===== src/rtl/ins_dec_pipe_if.sv =====
// Handshake and decoded-field bundle for the ins_dec_pipe decode stage.
// master = the surrounding pipeline, slave = the decode stage itself.
interface ins_dec_pipe_if #(
  parameter int unsigned DW  = 4,
  parameter int unsigned PCW = 4,
  parameter int unsigned RA  = 2,
  parameter int unsigned IW  = 11
);
  localparam int unsigned NREG = 1 << RA;

  logic            in_valid;
  logic [IW-1:0]   INS;
  logic            in_ready;
  logic            flush;
  logic            wb_valid;
  logic [RA-1:0]   WB_ADDR;
  logic            out_valid;
  logic            out_ready;
  logic            sel_data;
  logic            write_en;
  logic            alu_op;
  logic            is_branch;
  logic [RA-1:0]   SEL_A;
  logic [RA-1:0]   SEL_B;
  logic [RA-1:0]   SEL_W;
  logic [DW-1:0]   IMM;
  logic [PCW-1:0]  JMP;
  logic [NREG-1:0] PEND;

  modport master (
    output in_valid, INS, flush, wb_valid, WB_ADDR, out_ready,
    input  in_ready, out_valid, sel_data, write_en, alu_op, is_branch,
           SEL_A, SEL_B, SEL_W, IMM, JMP, PEND
  );

  modport slave (
    input  in_valid, INS, flush, wb_valid, WB_ADDR, out_ready,
    output in_ready, out_valid, sel_data, write_en, alu_op, is_branch,
           SEL_A, SEL_B, SEL_W, IMM, JMP, PEND
  );
endinterface


===== src/rtl/ins_dec_pipe.sv =====
// One-entry instruction decode stage with valid/ready handshake and flush.
// Define INS_DEC_HAZARD_EN to add a pending-write scoreboard that stalls RAW hazards.
module ins_dec_pipe #(
  parameter int unsigned DW  = 4,
  parameter int unsigned PCW = 4,
  parameter int unsigned RA  = 2,
  parameter int unsigned IW  = 11
) (
  input  logic          clk,
  input  logic          rst,
  ins_dec_pipe_if.slave bus
);
  localparam int unsigned NREG = 1 << RA;
  localparam int unsigned FLDW = (DW + PCW > 3 * RA) ? (DW + PCW) : (3 * RA);

  if (IW < 3 + FLDW) begin : g_bad_iw
    $error("ins_dec_pipe: IW too small for opcode plus operand fields");
  end

  logic            out_valid_q;
  logic            sel_data_q, write_en_q, alu_op_q, is_branch_q;
  logic [RA-1:0]   sel_a_q, sel_b_q, sel_w_q;
  logic [DW-1:0]   imm_q;
  logic [PCW-1:0]  jmp_q;
  logic [NREG-1:0] pend_q, pend_d;

  logic [2:0] op_c;
  logic       hazard_c, in_ready_c, accept_c, issue_c;

  assign op_c       = bus.INS[IW-1 -: 3];
  assign in_ready_c = ~bus.flush & (~out_valid_q | bus.out_ready) & ~hazard_c;
  assign accept_c   = bus.in_valid & in_ready_c;
  assign issue_c    = out_valid_q & bus.out_ready & ~bus.flush;

`ifdef INS_DEC_HAZARD_EN
  // Stall when the incoming word reads a register still owed a write-back,
  // including the one the held instruction is about to issue.
  logic          reads_c, held_wr_c;
  logic [RA-1:0] ra_c, rb_c;
  assign reads_c   = ~op_c[1];
  assign ra_c      = bus.INS[2*RA-1:RA];
  assign rb_c      = bus.INS[RA-1:0];
  assign held_wr_c = out_valid_q & write_en_q;
  assign hazard_c  = reads_c & (pend_q[ra_c] | pend_q[rb_c] |
                                (held_wr_c & ((sel_w_q == ra_c) | (sel_w_q == rb_c))));

  // Set applied after clear so a same-cycle set/clear on one register leaves it set.
  always_comb begin
    pend_d = pend_q;
    if (bus.wb_valid) pend_d[bus.WB_ADDR] = 1'b0;
    if (issue_c && write_en_q) pend_d[sel_w_q] = 1'b1;
  end
`else
  logic unused_wb;
  assign unused_wb = ^{bus.wb_valid, bus.WB_ADDR};
  assign hazard_c  = 1'b0;
  assign pend_d    = '0;
`endif

  always_ff @(posedge clk) begin
    if (rst) begin
      out_valid_q <= 1'b0;
      sel_data_q  <= 1'b0;
      write_en_q  <= 1'b0;
      alu_op_q    <= 1'b0;
      is_branch_q <= 1'b0;
      sel_a_q     <= '0;
      sel_b_q     <= '0;
      sel_w_q     <= '0;
      imm_q       <= '0;
      jmp_q       <= '0;
      pend_q      <= '0;
    end else begin
      pend_q <= pend_d;
      if (bus.flush) begin
        out_valid_q <= 1'b0;
      end else if (accept_c) begin
        out_valid_q <= 1'b1;
      end else if (issue_c) begin
        out_valid_q <= 1'b0;
      end
      if (accept_c) begin
        sel_data_q  <= op_c[1];
        alu_op_q    <= op_c[0];
        is_branch_q <= (op_c == 3'b100);
        write_en_q  <= ~((op_c == 3'b100) | (op_c == 3'b011));
        sel_b_q     <= bus.INS[RA-1:0];
        sel_a_q     <= bus.INS[2*RA-1:RA];
        sel_w_q     <= bus.INS[3*RA-1:2*RA];
        imm_q       <= bus.INS[DW-1:0];
        jmp_q       <= bus.INS[DW+PCW-1:DW];
      end
    end
  end

  assign bus.in_ready  = in_ready_c;
  assign bus.out_valid = out_valid_q;
  assign bus.sel_data  = sel_data_q;
  assign bus.write_en  = write_en_q;
  assign bus.alu_op    = alu_op_q;
  assign bus.is_branch = is_branch_q;
  assign bus.SEL_A     = sel_a_q;
  assign bus.SEL_B     = sel_b_q;
  assign bus.SEL_W     = sel_w_q;
  assign bus.IMM       = imm_q;
  assign bus.JMP       = jmp_q;
  assign bus.PEND      = pend_q;
endmodule


===== src/flat_wrapper.sv =====
// flat-port wrapper written by rule: the top's interface ports become plain ports
module ins_dec_pipe_flat 
#(
  parameter int unsigned DW  = 4,
  parameter int unsigned PCW = 4,
  parameter int unsigned RA  = 2,
  parameter int unsigned IW  = 11
)
  (clk, rst, bus_in_valid, bus_INS, bus_flush, bus_wb_valid, bus_WB_ADDR, bus_out_ready, bus_in_ready, bus_out_valid, bus_sel_data, bus_write_en, bus_alu_op, bus_is_branch, bus_SEL_A, bus_SEL_B, bus_SEL_W, bus_IMM, bus_JMP, bus_PEND);
  ins_dec_pipe_if #(.DW(DW), .PCW(PCW), .RA(RA), .IW(IW)) bus_i ();
  input  logic clk;
  input  logic rst;
  input wire logic [$bits(bus_i.in_valid)-1:0] bus_in_valid;
  input wire logic [$bits(bus_i.INS)-1:0] bus_INS;
  input wire logic [$bits(bus_i.flush)-1:0] bus_flush;
  input wire logic [$bits(bus_i.wb_valid)-1:0] bus_wb_valid;
  input wire logic [$bits(bus_i.WB_ADDR)-1:0] bus_WB_ADDR;
  input wire logic [$bits(bus_i.out_ready)-1:0] bus_out_ready;
  output wire logic [$bits(bus_i.in_ready)-1:0] bus_in_ready;
  output wire logic [$bits(bus_i.out_valid)-1:0] bus_out_valid;
  output wire logic [$bits(bus_i.sel_data)-1:0] bus_sel_data;
  output wire logic [$bits(bus_i.write_en)-1:0] bus_write_en;
  output wire logic [$bits(bus_i.alu_op)-1:0] bus_alu_op;
  output wire logic [$bits(bus_i.is_branch)-1:0] bus_is_branch;
  output wire logic [$bits(bus_i.SEL_A)-1:0] bus_SEL_A;
  output wire logic [$bits(bus_i.SEL_B)-1:0] bus_SEL_B;
  output wire logic [$bits(bus_i.SEL_W)-1:0] bus_SEL_W;
  output wire logic [$bits(bus_i.IMM)-1:0] bus_IMM;
  output wire logic [$bits(bus_i.JMP)-1:0] bus_JMP;
  output wire logic [$bits(bus_i.PEND)-1:0] bus_PEND;
  assign bus_i.in_valid = bus_in_valid;
  assign bus_i.INS = bus_INS;
  assign bus_i.flush = bus_flush;
  assign bus_i.wb_valid = bus_wb_valid;
  assign bus_i.WB_ADDR = bus_WB_ADDR;
  assign bus_i.out_ready = bus_out_ready;
  assign bus_in_ready = bus_i.in_ready;
  assign bus_out_valid = bus_i.out_valid;
  assign bus_sel_data = bus_i.sel_data;
  assign bus_write_en = bus_i.write_en;
  assign bus_alu_op = bus_i.alu_op;
  assign bus_is_branch = bus_i.is_branch;
  assign bus_SEL_A = bus_i.SEL_A;
  assign bus_SEL_B = bus_i.SEL_B;
  assign bus_SEL_W = bus_i.SEL_W;
  assign bus_IMM = bus_i.IMM;
  assign bus_JMP = bus_i.JMP;
  assign bus_PEND = bus_i.PEND;
  ins_dec_pipe #(.DW(DW), .PCW(PCW), .RA(RA), .IW(IW)) u_core (.clk(clk), .rst(rst), .bus(bus_i));
endmodule

===== config.mk =====
export PLATFORM = sky130hd
export DESIGN_NAME = ins_dec_pipe_flat
export DESIGN_NICKNAME = d
export VERILOG_FILES = /design/src/rtl/ins_dec_pipe_if.sv /design/src/rtl/ins_dec_pipe.sv /design/src/flat_wrapper.sv
export SDC_FILE = /design/constraint.sdc
export NUM_CORES = 1
export LEC_CHECK = 0
export CORE_AREA = 2 2 49 51
export CTS_CLUSTER_DIAMETER = 120
export DETAILED_ROUTE_END_ITERATION = 8
export DIE_AREA = 0 0 51 53
export GPL_ROUTABILITY_DRIVEN = 0
export PLACE_DENSITY = 0.68
export SKIP_LAST_GASP = 1
export SLEW_MARGIN = 20
export SYNTH_ARGS = -nofsm -noshare
export SYNTH_HDL_FRONTEND = slang
export SYNTH_SLANG_ARGS = --single-unit

===== constraint.sdc =====
create_clock -name clk -period 2.4 [get_ports clk]
set_input_delay 0.48 -clock clk [delete_from_list [all_inputs] [get_ports clk]]
set_output_delay 0.48 -clock clk [all_outputs]
set_load 0.03 [all_outputs]

==> results of run 1 <==
==> layout make-up <==
class                      instances  area (um2)  share of cell area (%)
timing repair buffer              37       362.8                   38.62
multi-input combinational         49       255.2                   27.16
sequential                        13       260.3                   27.70
tap                               28       35.03                   3.728
clock buffer                       4       26.28                   2.796
==> metrics by stage <==
stage / cells / hold slack (ns) / power, mW / util (%)
finish: 131 / 0.4801 / 0.4935 / 43.74
detailed placement: 127 / 0.4716 / 0.3651 / 42.52
global placement: 127 / 0.4677 / 0.3634 / 42.52
floorplan: 77 / 0.5491 / 0.3162 / -
global route: 131 / 0.5192 / 0.5197 / 43.74
CTS: 131 / 0.4828 / 0.5004 / 43.74
==> sequential cells by signal (all words and copies together) (netlist names) <==
signal and flops:
u_core.bus.out_valid 1, u_core.bus.write_en 1, u_core.bus.JMP 4, u_core.bus.alu_op 1, u_core.bus.IMM 4, u_core.bus.sel_data 1
u_core.bus.is_branch 1
==> layer usage <==
metal,share of wire (%),vias up,routed length [um],global-route usage [%]
met5,0,-,0,0
met4,0.84,0,13,8.108
met3,9.5,2,148,3.390
met2,45,30,701,20.78
met1,44,264,691,14.90
li1,-,302,-,-
==> worst min path at each step <==
stage / from / to / slack, ns
after floorplan: rst / u_core.bus.JMP[1]$_SDFFE_PP0P_ / 0.55
final: u_core.bus.alu_op$_SDFFE_PP0P_ / u_core.bus.alu_op$_SDFFE_PP0P_ / 0.48
after detailed placement: u_core.bus.alu_op$_SDFFE_PP0P_ / u_core.bus.alu_op$_SDFFE_PP0P_ / 0.47
after global placement: u_core.bus.alu_op$_SDFFE_PP0P_ / u_core.bus.alu_op$_SDFFE_PP0P_ / 0.47
after global routing: u_core.bus.sel_data$_SDFFE_PP0P_ / u_core.bus.sel_data$_SDFFE_PP0P_ / 0.52
after CTS: u_core.bus.alu_op$_SDFFE_PP0P_ / u_core.bus.alu_op$_SDFFE_PP0P_ / 0.48
==> power by group <==
group / internal, mW / total (mW) / switching (mW) / leakage (nW)
Sequential: 0.225 / 0.231 / 0.00580 / 0.106
Clock: 0.0643 / 0.134 / 0.0696 / 0.0150
Combinational: 0.0588 / 0.128 / 0.0695 / 0.206
==> synthesized netlist by cell type <==
| cell type | count |
|---|---|
| dfxtp_1 | 13 |
| a21oi_1 | 12 |
| o21ai_1 | 12 |
| buf_4 | 10 |
| nand3_1 | 10 |
| buf_6 | 2 |
| nand2b_1 | 2 |
| nor2_1 | 2 |
| and2b_4 | 1 |
| buf_2 | 1 |
| clkbuf_1 | 1 |
| conb_1 | 1 |
| dlymetal6s2s_1 | 1 |
| nand3b_1 | 1 |
| nand4_1 | 1 |
| nor2b_1 | 1 |
| nor3_1 | 1 |
| or3_1 | 1 |
| or3b_1 | 1 |
==> critical path, delay by kind of cell <==
family,cells,cell delay [ns]
AND/OR/NAND/NOR,2,0.42
buffers and inverters,2,0.57
==> kinds of logic (layout without fill, tap and decap cells) <==
group | Yosys count | count (layout) | share of synthesized area (%)
buffers and inverters | 15 | 41 | 19.07
other | 1 | 4 | 0.6018
DFF | 13 | 13 | 41.77
AOI/OAI and AO/OA | 24 | 24 | 19.28
and+or+nand+nor | 21 | 21 | 19.28
==> metrics.txt, run 1 <==
Total Nets Final 123; min Tclk post-route 1.962 ns; reg2reg end u_core.bus.is_branch$_SDFFE_PP0P_; CP Capture Point bus_in_ready; Critical Path, Cell by Cell clkdlybuf4s50_1 -> and2b_4 -> nor2_1 -> buf_4; ANT cells 0; clock-pin slew on the worst setup and hold paths 0.08 ns; yosys synthesis warning count 0; post-cts hold buffer count 0; Distinct cells, synth 19; Yosys top cell area share 41.77%; Sink Count 13; Residual DRC 0; Leakage Power 0.3271 nW; Die ar. 0.002703 mm2; layout filler cell count 216; WP data required 1.92 ns; post-CTS sizing 0; VDD IR-drop max 0.1855 mV; Setup violations, final 0; Std-Cell Rows 17; commonest non-fill, non-tap cell in the layout clkdlybuf4s50_1; crit path max-delay cell type clkdlybuf4s50_1; Max stage delay on crit path 0.41 ns; Vias per Instance 4.565; via count 598; crit-path max FO 15; Max Fclk 509.8 MHz; Area contributors post-synth dfxtp_1, buf_4, a21oi_1, o21ai_1, nand3_1; largest net degree at the start of global routing 16; Tcrit/Tclk final 81.73%; initial drt markers 4; status finished clean; routed length per instance 11.87 um; I/O pin count 43; Chip Height 53 um; remaining antenna violation count 0; Power per Cell Area 525.2 mW/mm2; Clock Root Buffer clkbuf_4; Final Skew 0.0005443 ns; Post-Synthesis Cells 74; Clock Path Buffers 2; RSZ-0062 raised after global routing false; grt ovf 0; sequential element share of the synthesized area 41.77%; FF-to-FF setup slack 1.27 ns; HP Class reg -> reg; Worst setup startpoint bus_out_ready; Die Wd 51 um; Inserted Clock Buffers 3; vias in the first global route 588; IO Port Bufs 35; Area after DPL 913.4 um2; worst r2r path cells 3; Startpoint Class input pin; layout cells sized above 1 6.796%; commonest cells after routing, fill and taps aside clkdlybuf4s50_1, dfxtp_1, o21ai_1, a21oi_1, nand3_1; worst skew pair latency 0.27 ns; Hold Path Stages 2; # Post-CTS Setup Buffers 0; Fin Setup TNS 0 ns; CTS tree built; area leader, netlist dfxtp_1; Initial DRT Pass Iterations 3; Starting Density 29.00%; WL final 1555 um; Crit Path Category in -> out; initial antenna violation count 0; pre-CTS WS 0.4418 ns; crit path DAT 1.48 ns; Post-Syn Area 623.1 um2; setup ws final 0.4384 ns; synthesis-stage register bit count 13; Core ar. 0.002148 mm2; post-route cell area 939.7 um2; CP Capture Type output port; Reg2Reg Launch Point u_core.bus.out_valid$_SDFFE_PP0P_; global-route wire length before repair 2580 um; htree depth 1; GRT Total Usage 12.80%; area added between synthesis and finish 50.80%; Hold Fails Final Rpt 0; max cap viols 0; Post-Syn Area per Cell 8.420 um2; estimated wirelength of the detail-placed design 1096 um; count of pins over their slew limit 0
(Power assumes the default switching activity.)
==> run 2: changes to the inputs <==
==> constraint.sdc (replaced) <==
create_clock -name clk -period 1.92 [get_ports clk]
set_input_delay 0.384 -clock clk [delete_from_list [all_inputs] [get_ports clk]]
set_output_delay 0.384 -clock clk [all_outputs]
set_load 0.03 [all_outputs]
==> run 2 against run 1 <==
Combinational power increased by 25%. Clock-buffer cell count is the same. Critical path type unchanged. Register-to-register slack got worse by 0.49 ns. Sequential power grew 25%. Global-route usage about the same. Largest cell class unchanged. Flip-flop and latch count unchanged. Critical path depth unchanged. Via count increased by 0.17%. Non-clock buffer count unchanged. Clock skew grew 0.0034 ns. Wire length decreased by 1.6%.
==> metrics.txt, run 2 (synthesis results as in run 1) <==
FF-to-FF setup slack 0.78 ns; vias in the first global route 562; commonest cells after routing, fill and taps aside clkdlybuf4s50_1, dfxtp_1, o21ai_1, a21oi_1, nand3_1; Hold Fails Final Rpt 0; Inserted Clock Buffers 3; Reg2Reg Launch Point u_core.bus.out_valid$_SDFFE_PP0P_; Pwr Total 0.6146 mW; Power per Cell Area 654.1 mW/mm2; Placed Cells 127; # Post-CTS Setup Buffers 0; ANT cells 0; Final Util 43.74%; Vias per Instance 4.573; CTS tree built; post-cts hold buffer count 0; IO Port Bufs 35; min Tclk post-route 1.757 ns; Finished Layout Cells 131; initial antenna violation count 0; htree depth 1; combinational fraction of design power 26.1%; Hold Path Stages 2; Total Nets Final 123; Core ar. 0.002148 mm2; post-CTS sizing 0; Seq pwr share 47.0%; worst r2r path cells 3; P_sw 0.1788 mW; hold_sp u_core.bus.write_en$_SDFFE_PP0P_; commonest non-fill, non-tap cell in the layout clkdlybuf4s50_1; Net Sw Frac 29.09%; routed length per instance 11.68 um; Tcrit/Tclk final 91.50%; count of pins over their slew limit 0; Leakage Power 0.3271 nW; HP Class reg -> reg; clock power share 26.9%; Crit Path Category in -> out; max cap viols 0; Setup violations, final 0; global-route wire length before repair 2539 um; Final Skew 0.003988 ns; via count 599; Chip Height 53 um; Residual DRC 0; Clock Root Buffer clkbuf_4; RSZ-0062 raised after global routing false; layout cells sized above 1 6.796%; area added between synthesis and finish 50.80%; Std-Cell Rows 17; CP Capture Type output port; remaining antenna violation count 0; Sink Count 13; Worst Hold Path EP u_core.bus.write_en$_SDFFE_PP0P_; I/O pin count 43; Max Fclk 569.2 MHz; Startpoint Class input pin; crit path DAT 1.37 ns; worst skew pair latency 0.27 ns; crit-path max FO 15; WP data required 1.54 ns; Fin Setup TNS 0 ns; Die Wd 51 um; Die ar. 0.002703 mm2; Pint 0.4358 mW; GRT Total Usage 12.78%; Initial DRT Pass Iterations 4; clock-pin slew on the worst setup and hold paths 0.08 ns; Hold WS 0.4863 ns; largest net degree at the start of global routing 16; Starting Density 29.00%; WL final 1530 um; VDD IR-drop max 0.2336 mV; Clock Path Buffers 2; estimated wirelength of the detail-placed design 1107 um; initial drt markers 14; reg2reg end u_core.bus.is_branch$_SDFFE_PP0P_; status finished clean; grt ovf 0
[run 2: layout make-up]
class / count / area (um2)
multi-input combinational: 49 / 255.2
sequential: 13 / 260.3
timing repair buffer: 37 / 362.8
clock buffer: 4 / 26.28
tap: 28 / 35.03
fill: 218 / 1209
[run 2: critical path: stages]
cell and delay, ns:
clkdlybuf4s50_1 0.41, and2b_4 0.36, nor2_1 0.06, buf_4 0.16
[run 2: per-layer routing]
metal | up-vias | part of all wire, % | GRT usage [%]
met5 | - | 0 | 0
met4 | 0 | 1.5 | 6.757
met3 | 4 | 8.8 | 3.955
met2 | 32 | 45 | 18.83
met1 | 261 | 45 | 16.52
li1 | 302 | - | -
[run 2: how the worst max path moves through the flow]
stage | to | depth (start not counted) | slack [ns] | startpoint
global placement | bus_in_ready | 4 | 0.16 | bus_out_ready
global route | bus_in_ready | 4 | 0.11 | bus_out_ready
floorplan | bus_in_ready | 3 | 0.38 | u_core.bus.out_valid$_SDFFE_PP0P_
CTS | bus_in_ready | 4 | 0.15 | bus_out_ready
finish | bus_in_ready | 4 | 0.16 | bus_out_ready
detailed placement | u_core.bus.is_branch$_SDFFE_PP0P_ | 4 | 0.12 | bus_INS[9]
[run 2: metrics by stage]
step / instance area (um2) / setup WS [ns]
after global placement: 913.4 / 0.1597
final: 939.7 / 0.1632
after CTS: 939.7 / 0.1514
after floorplan: 634.4 / 0.3757
after global routing: 939.7 / 0.1099
after detailed placement: 913.4 / 0.1182
[run 2: power by group through the flow]
stage	Clock, mW	Sequential, mW	Combinational, mW
finish	0.165	0.289	0.160
floorplan	0	0.319	0.0759
detailed placement	0	0.295	0.161
global placement	0	0.295	0.159
global route	0.191	0.291	0.172
CTS	0.179	0.289	0.161
